<file path="src/rtl/pmu_pkg.sv">
// Shared types and register map for the speed-request initiator.
package pmu_pkg;

  typedef enum logic [1:0] {
    IDLE   = 2'd0,
    ASSERT = 2'd1,
    SETTLE = 2'd2
  } state_t;

  localparam logic [7:0] OFS_SPEED  = 8'd0;
  localparam logic [7:0] OFS_STATUS = 8'd1;
  localparam logic [7:0] OFS_CTRL   = 8'd2;

  localparam int ST_BUSY    = 0;
  localparam int ST_PENDING = 1;
  localparam int ST_DONE    = 2;
  localparam int ST_OVERRUN = 3;

  // Counter must hold the larger of the two timed-state lengths minus one.
  function automatic int cnt_width(input int a, input int b);
    int m;
    m = (a > b) ? a : b;
    return $clog2(m + 1);
  endfunction

endpackage

</file>
<file path="src/rtl/pmu_down_counter.sv">
// Loadable down counter that saturates at zero; shared by both timed states.
module pmu_down_counter #(
  parameter int W = 5
) (
  input  logic         clk,
  input  logic         rst_n,
  input  logic         load,
  input  logic [W-1:0] load_value,
  input  logic         enable,
  output logic         zero
);

  logic [W-1:0] count;

  // NOTE: sequential state uses non-blocking assignments so every register
  // samples the pre-edge values of its neighbours.
  always_ff @(posedge clk or negedge rst_n) begin
    if (!rst_n) begin
      count <= '0;
    end else if (load) begin
      count <= load_value;
    end else if (enable && count != '0) begin
      count <= count - 1'b1;
    end
  end

  assign zero = (count == '0);

endmodule

</file>
<file path="src/rtl/pmu_speed_requester.sv">
// CPU-side initiator: turns SPEED writes into a timed change pulse plus settle window.
module pmu_speed_requester
  import pmu_pkg::*;
#(
  parameter logic [7:0] BASE_ADDR     = 8'h40,
  parameter int         PULSE_CYCLES  = 4,
  parameter int         SETTLE_CYCLES = 16,
  parameter logic [7:0] RESET_VECTOR  = 8'h00
) (
  input  logic       clk,
  input  logic       reset,
  input  logic       io_wr,
  input  logic       io_rd,
  input  logic [7:0] io_addr,
  input  logic [7:0] io_wdata,
  output logic [7:0] io_rdata,
  output logic       change,
  output logic [7:0] change_vector,
  output logic       busy,
  output logic       irq
);

  localparam int CW = cnt_width(PULSE_CYCLES, SETTLE_CYCLES);
  localparam logic [CW-1:0] PULSE_LOAD  = CW'(PULSE_CYCLES - 1);
  localparam logic [CW-1:0] SETTLE_LOAD = CW'(SETTLE_CYCLES - 1);

  localparam logic [7:0] ADDR_SPEED  = BASE_ADDR + OFS_SPEED;
  localparam logic [7:0] ADDR_STATUS = BASE_ADDR + OFS_STATUS;
  localparam logic [7:0] ADDR_CTRL   = BASE_ADDR + OFS_CTRL;

  state_t        state, next_state;
  logic          pending, done, overrun, irq_en;
  logic [7:0]    pending_code;
  logic          ctr_load, ctr_en, ctr_zero;
  logic [CW-1:0] ctr_load_value;
  logic          launch, set_done;
  logic [7:0]    launch_code;

  logic speed_wr, ctrl_wr, status_rd, store_pending, set_overrun;

  assign speed_wr  = io_wr && (io_addr == ADDR_SPEED);
  assign ctrl_wr   = io_wr && (io_addr == ADDR_CTRL);
  assign status_rd = io_rd && (io_addr == ADDR_STATUS);

  // While a pending code is being launched from IDLE, a new write simply
  // refills the slot; it only counts as an overrun when a request is in flight.
  assign store_pending = speed_wr && (state != IDLE || pending);
  assign set_overrun   = store_pending && pending && (state != IDLE);

  pmu_down_counter #(.W(CW)) u_counter (
    .clk        (clk),
    .rst_n      (reset),
    .load       (ctr_load),
    .load_value (ctr_load_value),
    .enable     (ctr_en),
    .zero       (ctr_zero)
  );

  // NOTE: every output of this block gets a default first, so no path can
  // leave a signal unassigned and infer a latch.
  always_comb begin
    next_state     = state;
    ctr_load       = 1'b0;
    ctr_load_value = PULSE_LOAD;
    ctr_en         = 1'b0;
    launch         = 1'b0;
    launch_code    = io_wdata;
    set_done       = 1'b0;
    unique case (state)
      IDLE: begin
        if (pending) begin
          launch      = 1'b1;
          launch_code = pending_code;
          ctr_load    = 1'b1;
          next_state  = ASSERT;
        end else if (speed_wr) begin
          if (io_wdata == change_vector) begin
            set_done = 1'b1;
          end else begin
            launch     = 1'b1;
            ctr_load   = 1'b1;
            next_state = ASSERT;
          end
        end
      end
      ASSERT: begin
        ctr_en = 1'b1;
        if (ctr_zero) begin
          ctr_load       = 1'b1;
          ctr_load_value = SETTLE_LOAD;
          next_state     = SETTLE;
        end
      end
      SETTLE: begin
        ctr_en = 1'b1;
        if (ctr_zero) begin
          set_done   = 1'b1;
          next_state = IDLE;
        end
      end
      default: next_state = IDLE;
    endcase
  end

  always_ff @(posedge clk or negedge reset) begin
    if (!reset) begin
      state         <= IDLE;
      change_vector <= RESET_VECTOR;
      pending       <= 1'b0;
      pending_code  <= '0;
      done          <= 1'b0;
      overrun       <= 1'b0;
      irq_en        <= 1'b0;
    end else begin
      state <= next_state;
      if (launch) change_vector <= launch_code;

      if (store_pending) begin
        pending      <= 1'b1;
        pending_code <= io_wdata;
      end else if (launch) begin
        pending <= 1'b0;
      end

      // Setting has priority over a same-edge STATUS read.
      if (set_done)       done <= 1'b1;
      else if (status_rd) done <= 1'b0;

      if (set_overrun)    overrun <= 1'b1;
      else if (status_rd) overrun <= 1'b0;

      if (ctrl_wr) irq_en <= io_wdata[0];
    end
  end

  assign change = (state == ASSERT);
  assign busy   = (state != IDLE);
  assign irq    = done && irq_en;

  always_comb begin
    io_rdata = 8'h00;
    if (io_addr == ADDR_SPEED) begin
      io_rdata = change_vector;
    end else if (io_addr == ADDR_STATUS) begin
      io_rdata[ST_BUSY]    = busy;
      io_rdata[ST_PENDING] = pending;
      io_rdata[ST_DONE]    = done;
      io_rdata[ST_OVERRUN] = overrun;
    end else if (io_addr == ADDR_CTRL) begin
      io_rdata[0] = irq_en;
    end
  end

endmodule
</file>
<file path="config.mk">
export PLATFORM = sky130hd
export DESIGN_NAME = pmu_speed_requester
export DESIGN_NICKNAME = d
export VERILOG_FILES = /design/src/rtl/pmu_pkg.sv /design/src/rtl/pmu_down_counter.sv /design/src/rtl/pmu_speed_requester.sv
export SDC_FILE = /design/constraint.sdc
export NUM_CORES = 1
export LEC_CHECK = 0
export ABC_AREA = 0
export BUFFER_PORTS_ARGS = -buffer_cell sky130_fd_sc_hd__buf_2
export CORE_MARGIN = 5
export CORE_UTILIZATION = 59
export DETAILED_ROUTE_END_ITERATION = 12
export GPL_ROUTABILITY_DRIVEN = 0
export PLACE_DENSITY = 0.85
export SYNTH_ARGS = -nofsm -noshare
export SYNTH_HDL_FRONTEND = slang
export SYNTH_SLANG_ARGS = --single-unit
</file>
<file path="constraint.sdc">
create_clock -name clk -period 5.9 [get_ports clk]
set_input_delay 0.59 -clock clk [delete_from_list [all_inputs] [get_ports clk]]
set_output_delay 0.59 -clock clk [all_outputs]
set_load 0.05 [all_outputs]
</file>
==> metrics.cfg <==
[min_path]
hp-class=in2async

[layout]
fill_cells=254
diodes=0
drive_gt1_share_pct=30.32
layout.nets=248
synthToLayoutAreaGrowth_pct=11.18

[setup_path]
crit_family=simple AND/OR/NAND/NOR gates
worst-path-buf-inv=2
critPathMaxStageDelay_ps=530
crit_cells=6
crit_path_start_kind=input port
cpMostUsedCell=buf_2
path_cells=buf_2 -> nor4b_4 -> nand2_1 -> nor3_1 -> a22o_1 -> buf_2
endpoint_kind=output port
crit_path_top_delay_cell=nor4b_4
cp.arrival_ps=2260
required_ps=5310
worstSetupPathType=in2out
r2r_cells=6
cp_max_fo=9

[clock_network]
ctsResizeCount=0
htreeDepth=1
insertion_delay_ps=320
cts.sinks=27
postCtsSetupRepairBufs=0
hold_buffers=0
path_clk_slew_ps=140
root_buffer=clkbuf_4
cts_tree=yes
numCtsBuffers=3
cts_buffer_depth=2

[timing]
timing.final.crit_share_pct=48.30
fin_skew_ps=2.218
slew_violations=0
rsz0062_at_grt=no
max_freq_mhz=350.9
tightest_slew_ps=793.5
tns_ps=0
hold_violations=0
worst_hold_slack_ps=262.2
slew_headroom_pct=47.10
min_period_ps=2850
setup_viol=0

[logic_synthesis]
synthTopCellsByArea=dfrtp_1 35%, mux2_4 6.2%, mux2_2 5.8%
synth_common_cells=27 x dfrtp_1, 19 x nand3_1, 10 x mux2_2, 10 x xnor2_1
synthDistinctLibCells=43
synth-async-reset-ratio_pct=100.0
netlist_instances=190
synth_seq_area_share_pct=34.91
syn_area_per_cell_um2=10.19
synth_top_area_share_pct=34.91
yosysTopAreaCell=dfrtp_1
netlist_area_um2=1936
ys_seq_elements=27
synth_edf_count=0
syn_nets=216
yosys_warnings=0
synthMostInstantiatedCell=dfrtp_1
ys.flop_type=dfrtp_1

[route]
dr.pass1.iters=6
drt-total-wl_um=5227
first_iter_violations=194
drtAntennaViolNets=0
viasPerCell=6.906
vias=1830
drc=0
wl_per_cell_um=19.72

[die]
coreArea_um2=3103
ioPinCount=39
die_x_um=67.28
dieArea_um2=4526
num_rows=20
start_util_pct=62.38
die_y_um=67.28

[power]
power.leakage_nw=0.9277
pwr_density_cell_nw_per_um2=320.4
ir_drop_v=0.0001954

[global_route]
grt_remaining_overflow=0
grt_pass1_wl_um=8500
grt_pass1_vias=1833
grt_usage_pct=24.53
grt_max_degree=28
antenna_found_initial=0

[run_status]
status=finished, final reports clean

[flow_run]
maxCapViolations=0

[place]
post-dp-hpwl_um=3672
io_buffers=38

-- placed cells by master (no fill, tap or decap), types with 2 or more instances in the layout --
cell / Yosys / routed
a222oi_1: 8 / 8
dfrtp_1: 27 / 27
o221ai_1: 2 / 2
a21oi_1: 4 / 4
nor2b_1: 9 / 9
a22o_1: 3 / 3
clkbuf_4: 0 / 3
nor3_1: 7 / 7
buf_2: 2 / 38
nor2_1: 4 / 4
inv_1: 7 / 7
xnor2_1: 10 / 10
a211oi_1: 2 / 2
nand4_1: 4 / 4
a31o_2: 2 / 2
o2111ai_1: 8 / 8
and3_1: 7 / 7
mux2_2: 10 / 10
nand2_1: 9 / 9
ha_1: 6 / 6
mux2_4: 8 / 8
nand3_1: 19 / 19
and2_1: 4 / 4
and4_1: 2 / 2
-- worst register-to-register path, cell delays in order (launching register included) --
cell and delay [ps]:
dfrtp_1 440, inv_1 140, ha_1 640, and2_1 680, mux2_2 420, o2111ai_1 110
nand3_1 110
-- worst paths after layout --
kind                              from            endpoint  slack (ps)
max                         io_addr[7]         io_rdata[1]        3050
min                              reset     pending_code[6]         260
max reg2reg                   state[0]    change_vector[5]        3250
min reg2reg                    overrun             overrun         550
max in group asynchronous        reset  u_counter.count[0]        5230
min in group clk           io_wdata[2]     pending_code[2]         520
-- metrics by stage --
step	power, mW	instance area [µm²]	std cells	utilization, %	worst slack [ps]
after floorplan	0.5173	1936	190	-	2977
after global placement	0.5800	2126	261	68.51	3198
after detailed placement	0.6023	2126	261	68.51	3118
after CTS	0.6859	2152	265	69.35	3119
after global routing	0.7392	2152	265	69.35	2986
final	0.6896	2152	265	69.35	3050
-- power breakdown --
group          internal, mW  leakage, nW  total [mW]  switching [mW]
sequential            0.219        0.321       0.255          0.0360
clock                0.0265       0.0150      0.0806          0.0541
combinational         0.132        0.591       0.354           0.223
total                 0.377        0.928       0.690           0.313
-- cell families (layout without fill, tap and decap cells) --
logic type | after synthesis | count (layout) | share of synthesized area [%]
fa+ha+maj | 6 | 6 | 3.878
buf+inv | 18 | 49 | 4.202
compound gates | 38 | 38 | 16.68
flops | 27 | 27 | 34.91
mux | 18 | 18 | 12.02
xor+xnor | 10 | 10 | 4.525
simple gates | 73 | 73 | 23.79
-- sequential cells by signal (all words and copies together), names as in the netlist --
register and count:
pending_code 8, pending 1, irq_en 1, overrun 1
change_vector 8, done 1, state 2, u_counter.count 5
-- per-layer routing --
metal / vias up / wire (µm) / track usage, %
met4: 0 / 91 / 13.67
met2: 124 / 2509 / 39.51
li1: 795 / - / -
met5: - / 0 / 0
met1: 896 / 2108 / 31.55
met3: 15 / 518 / 3.494
-- layout make-up --
class | instances | area (µm²) | share of cell area [%]
tap | 44 | 55.05 | 2.558
timing repair buffer | 38 | 190.2 | 8.837
inverter | 7 | 26.28 | 1.221
multi-input combinational | 145 | 1179 | 54.77
sequential | 27 | 675.6 | 31.40
clock buffer | 4 | 26.28 | 1.221
(Power assumes the default switching activity.)
